File: config.mk
export PLATFORM = sky130hd
export DESIGN_NAME = msg_stream_ctrl
export DESIGN_NICKNAME = d
export VERILOG_FILES = /design/src/rtl/msg_ctrl_pkg.sv /design/src/rtl/msg_pace_timer.sv /design/src/rtl/msg_stream_ctrl.sv
export SDC_FILE = /design/constraint.sdc
export NUM_CORES = 1
export LEC_CHECK = 0
export ABC_AREA = 1
export CAP_MARGIN = 10
export CORE_ASPECT_RATIO = 0.8
export CORE_UTILIZATION = 54
export DETAILED_ROUTE_END_ITERATION = 12
export GPL_TIMING_DRIVEN = 0
export PLACE_DENSITY = 0.87
export SYNTH_ARGS = -nofsm -noshare
export SYNTH_HDL_FRONTEND = slang
export SYNTH_SLANG_ARGS = --single-unit
File: constraint.sdc
create_clock -name clk -period 2.6 [get_ports clk]
set_clock_uncertainty 0.1 [all_clocks]
set_input_delay 0.52 -clock clk [delete_from_list [all_inputs] [get_ports clk]]
set_output_delay 0.52 -clock clk [all_outputs]
set_load 0.005 [all_outputs]
File: src/rtl/msg_ctrl_pkg.sv
// rtl/msg_ctrl_pkg.sv - shared state, message-id types and message map for msg_stream_ctrl
package msg_ctrl_pkg;

  typedef enum logic [2:0] {
    IDLE  = 3'd0,
    FETCH = 3'd1,
    WAIT  = 3'd2,
    SEND  = 3'd3,
    GAP   = 3'd4
  } state_t;

  typedef enum logic {
    MSG_0 = 1'b0,
    MSG_1 = 1'b1
  } msg_id_t;

  localparam int MSG0_BASE_C = 0;
  localparam int MSG0_LAST_C = 58;
  localparam int MSG1_BASE_C = 59;
  localparam int MSG1_LAST_C = 135;

endpackage

File: src/rtl/msg_pace_timer.sv
// rtl/msg_pace_timer.sv - loadable down-counter timing the inter-character gap
module msg_pace_timer #(
  parameter int PACE_W = 16
) (
  input  logic              clk,
  input  logic              rst_n,
  input  logic              load,
  input  logic [PACE_W-1:0] load_val,
  input  logic              run,
  output logic              expire
);

  logic [PACE_W-1:0] count;

  // Load on request, otherwise count down while running; parks at zero.
  always_ff @(posedge clk) begin
    if (!rst_n) begin
      count <= '0;
    end else if (load) begin
      count <= load_val;
    end else if (run && (count != '0)) begin
      count <= count - PACE_W'(1);
    end
  end

  // Expiry on the last gap cycle, so a load of N gives exactly N run cycles.
  assign expire = run && (count == PACE_W'(1));

endmodule

File: src/rtl/msg_stream_ctrl.sv
// rtl/msg_stream_ctrl.sv - sequences stored ROM messages onto a valid/ready character stream
module msg_stream_ctrl
  import msg_ctrl_pkg::*;
#(
  parameter int ADDR_W    = 8,
  parameter int PACE_W    = 16,
  parameter int MSG0_BASE = MSG0_BASE_C,
  parameter int MSG0_LAST = MSG0_LAST_C,
  parameter int MSG1_BASE = MSG1_BASE_C,
  parameter int MSG1_LAST = MSG1_LAST_C
) (
  input  logic              clk,
  input  logic              rst_n,
  input  logic              start,
  input  logic              msg_sel,
  input  logic              loop_en,
  input  logic              abort,
  input  logic [PACE_W-1:0] pace_div,
  output logic [ADDR_W-1:0] rom_addr,
  input  logic [7:0]        rom_data,
  output logic [7:0]        char_data,
  output logic              char_valid,
  input  logic              char_ready,
  output logic              busy,
  output logic              done
);

  state_t            state, state_d;
  logic [ADDR_W-1:0] addr_d, base_q, base_d, last_q, last_d;
  logic [PACE_W-1:0] pace_q, pace_d;
  logic [7:0]        data_d;
  logic              valid_d, done_d;
  logic              hs, cont;
  logic              gap_load, gap_run, gap_expire;
  msg_id_t           sel_id;

  assign busy   = (state != IDLE);
  assign hs     = char_valid && char_ready;
  assign sel_id = msg_id_t'(msg_sel);

  msg_pace_timer #(
    .PACE_W(PACE_W)
  ) u_pace (
    .clk     (clk),
    .rst_n   (rst_n),
    .load    (gap_load),
    .load_val(pace_q),
    .run     (gap_run),
    .expire  (gap_expire)
  );

  // Next-state and next-datapath decode; abort overrides every busy state.
  always_comb begin
    state_d  = state;
    addr_d   = rom_addr;
    data_d   = char_data;
    valid_d  = char_valid;
    done_d   = 1'b0;
    base_d   = base_q;
    last_d   = last_q;
    pace_d   = pace_q;
    cont     = 1'b0;
    gap_load = 1'b0;
    gap_run  = 1'b0;
    if (abort && (state != IDLE)) begin
      state_d = IDLE;
      valid_d = 1'b0;
    end else begin
      case (state)
        IDLE: begin
          if (start && !abort) begin
            base_d  = (sel_id == MSG_1) ? ADDR_W'(MSG1_BASE) : ADDR_W'(MSG0_BASE);
            last_d  = (sel_id == MSG_1) ? ADDR_W'(MSG1_LAST) : ADDR_W'(MSG0_LAST);
            pace_d  = pace_div;
            addr_d  = base_d;
            state_d = FETCH;
          end
        end
        FETCH: state_d = WAIT;
        WAIT: begin
          data_d  = rom_data;
          valid_d = 1'b1;
          state_d = SEND;
        end
        SEND: begin
          if (hs) begin
            valid_d = 1'b0;
            if (rom_addr != last_q) begin
              addr_d = rom_addr + ADDR_W'(1);
              cont   = 1'b1;
            end else if (loop_en) begin
              addr_d = base_q;
              cont   = 1'b1;
            end else begin
              done_d  = 1'b1;
              state_d = IDLE;
            end
            if (cont) begin
              if (pace_q == '0) begin
                state_d = FETCH;
              end else begin
                gap_load = 1'b1;
                state_d  = GAP;
              end
            end
          end
        end
        GAP: begin
          gap_run = 1'b1;
          if (gap_expire) state_d = FETCH;
        end
        default: state_d = IDLE;
      endcase
    end
  end

  // State and datapath registers with synchronous reset.
  always_ff @(posedge clk) begin
    if (!rst_n) begin
      state      <= IDLE;
      rom_addr   <= '0;
      char_data  <= '0;
      char_valid <= 1'b0;
      done       <= 1'b0;
      base_q     <= ADDR_W'(MSG0_BASE);
      last_q     <= ADDR_W'(MSG0_LAST);
      pace_q     <= '0;
    end else begin
      state      <= state_d;
      rom_addr   <= addr_d;
      char_data  <= data_d;
      char_valid <= valid_d;
      done       <= done_d;
      base_q     <= base_d;
      last_q     <= last_d;
      pace_q     <= pace_d;
    end
  end

endmodule

==> metrics.md <==
| Metric | Value |
|---|---|
| CTS Sinks | 55 |
| IO Port Bufs | 49 |
| Critical Path Source Type | flip-flop |
| Largest cells by area after synthesis | dfxtp_1, nor2_1, nand2_1 |
| HP Class | flip-flop to flip-flop |
| WHS | around 360 ps |
| Hold Path End | char_data[1] |
| CTS clk-pin slew, worst paths | 100 ps |
| Post-DRT Antenna Nets | 0 |
| Clock root buffer | clkbuf_8 |
| Pwr per Cell Area | between 500 and 600 nW/um2 |
| Pin count of the biggest net entering global routing | 17 |
| CP Class | flip-flop to output port |
| #FFs+latches synth | 55 |
| Top cell type's share of synthesized area | 32.91% |
| VDD IR max | 0.3779 mV |
| Fillers | just over 500 |
| DR vias | 3516 |
| Final setup viols | 0 |
| Pre-Repair DR Iteration Count | 5 |
| Synthesis-to-layout area growth | 21.65% |
| Most frequent cells in the layout | nor2_1, nand2_1, dfxtp_1 |
| DR WL/cell | 13.04 um |
| Setup_tns | 0 ps |
| Worst EP required | ~2000 ps |
| Die height | 72.40 um |
| DRC | 0 |
| FF/Latch Area | 1101 um2 |
| Clock buffer count from CTS | 5 |
| DRT Wirelength | between 8000 and 9000 um |
| Die footprint | 6516 um2 |
| Cell Area, Synth | 3346 um2 |
| Final Hold Viols | 0 |
| CORE AREA | 5943 um2 |
| Multi-input logic area | 1932 um2 |
| Dominant cell type by area after synthesis | dfxtp_1 |
| Ports | 50 |
| CTS tree | built |
| Least-Margin Pin Slew | 514.6 ps |
| CP max-delay cell | clkdlybuf4s50_1 |
| Antenna violations before repair | 0 |
| Leakage power | between 1.5 and 2 nW |
| R2R depth | 10 |
| Fin. max-slew vios | 0 |
| Hold depth | 2 |
| Net Count, Synth | 550 |
| Worst-path fanout max | 4 |
| RSZ-0062 raised after global routing | false |
| Synth Warn # | 0 |
| R2r setup slk | 670 ps |
| Period minus WS final | 2202 ps |
| Hpwl dp | ~6700 um |
| Nets@finish | 606 |
| Gr usage total | 26.50% |
| Die extent in x | 90.01 um |
| Post-synthesis sequential area ratio | 32.91% |
| Mapped Avg Cell Area | 6.497 um2 |
| Final worst-path cycle share | 84.68% |
| Initial core utilization | 56.29% |
| Cell chain of the critical path | nor2_1 -> inv_2 -> nor2_4 -> inv_2 -> clkdlybuf4s50_1 |
| Synth unique cells | 33 |
| Most common cell after layout, fill and taps aside | nor2_1 |
| Critical path's most frequent cell | inv_2 |
| Setup bufs post-CTS | 0 |
| # rows | 25 |
| Reg2reg start | u_pace.count[0] |
| Worst hold path startpoint | char_data[1] |
| Diode count | 0 |
| GR Overflow Total | 0 |
| Worst EP arrival | approximately 1600 ps |
| Resized cells post-CTS | 0 |
| Worst-Skew Late Latency | 310 ps |
| GPL Wtd Cong | 0.9230 |
| Outcome | finished, final reports clean |
| Htree depth | 2 |
| Power, Total | 2.238 mW |
| DRT iter0 DRCs | around 300 |
| Vias in the first global route | 3086 |
| MaxCap Viol Count | 0 |
| Fmax | 0.4542 GHz |
| Layout cells sized above 1 | 11.01% |
| Mapped Cells | 515 |
| Slew headroom | 65.69% |
| Worst Setup End Kind | output port |
| Reg2reg end | u_pace.count[10] |
| CTS Buffer Depth | 2 |
| First-pass GRT wire length | 14010 um |
| Average vias per placed instance | 5.384 |
| Max incr delay on CP | 450 ps |
| Hold Buf Count CTS | 0 |
[report_power, final]
group	internal, mW	switching, mW	leakage (nW)	total [mW]
clock	0.385	0.279	0.0654	0.664
sequential	0.910	0.0650	0.448	0.975
combinational	0.251	0.349	1.24	0.600
[per-stage QoR]
stage / instance area (um2) / setup slack [ps] / utilization, % / std cells
final: 4070 / 398.4 / 68.48 / 653
after detailed placement: 3938 / 220.8 / 66.25 / 645
after floorplan: 3346 / 991.3 / - / 515
after global placement: 3938 / 272.2 / 66.25 / 645
after global routing: 4070 / 307.8 / 68.48 / 653
after CTS: 4070 / 390.6 / 68.48 / 653
[synthesized netlist by cell type (all sizes together)]
cell type  number
a21oi          23
a31oi           2
and2            2
buf            14
clkbuf          6
clkinv          1
dfxtp          55
ha              4
inv            45
nand2         115
nand3          36
nand4          22
nor2          143
nor3            5
o211ai          1
o21ai          29
xnor2           2
xor2           10
[area by class of cell]
| cell class | instances | share of cell area [%] |
|---|---|---|
| multi-input cells | 394 | 47.46 |
| flip-flops and latches | 55 | 27.05 |
| repair buffers | 49 | 12.05 |
| inverters | 46 | 4.242 |
| plain buffers | 20 | 3.443 |
| well taps | 81 | 2.490 |
| clock buffers | 6 | 1.783 |
| clock inverters | 2 | 1.476 |
[logic make-up after synthesis]
| logic type | share of synthesized area [%] |
|---|---|
| buf+inv | 9.349 |
| xor+xnor | 3.141 |
| fa+ha+maj | 1.496 |
| flops | 32.91 |
| compound gates | 9.162 |
| simple gates | 43.94 |
[worst max-delay path: cells and delay by family, from the launching register on]
kind / cells / cell delay, ps
DFF: 1 / 330
and+or+nand+nor: 2 / 310
buffers and inverters: 3 / 630
[registers in the layout (all words and copies together), names as in the netlist]
signal,flops
u_pace.count,16
pace_q,16
char_valid,1
state,3
done,1
last_q,2
char_data,8
rom_addr,8
[worst max path at each step]
stage,startpoint,endpoint,cells past startpoint
2_1_floorplan,char_ready,u_pace.count[0],10
3_3_place_gp,rst_n,u_pace.count[1],5
3_5_place_dp,rst_n,u_pace.count[3],5
4_1_cts,state[0],busy,5
5_1_grt,state[0],busy,5
6_report,state[0],busy,5
[metal layers]
| layer | vias to the layer above | wire (um) | GRT usage (%) |
|---|---|---|---|
| li1 | 1751 | - | - |
| met1 | 1573 | 4036 | 37.16 |
| met2 | 182 | 3628 | 40.97 |
| met3 | 10 | 767 | 5.346 |
| met4 | 0 | 86 | 8.602 |
| met5 | - | 0 | 0 |
Power figures use the tool's default switching activity.
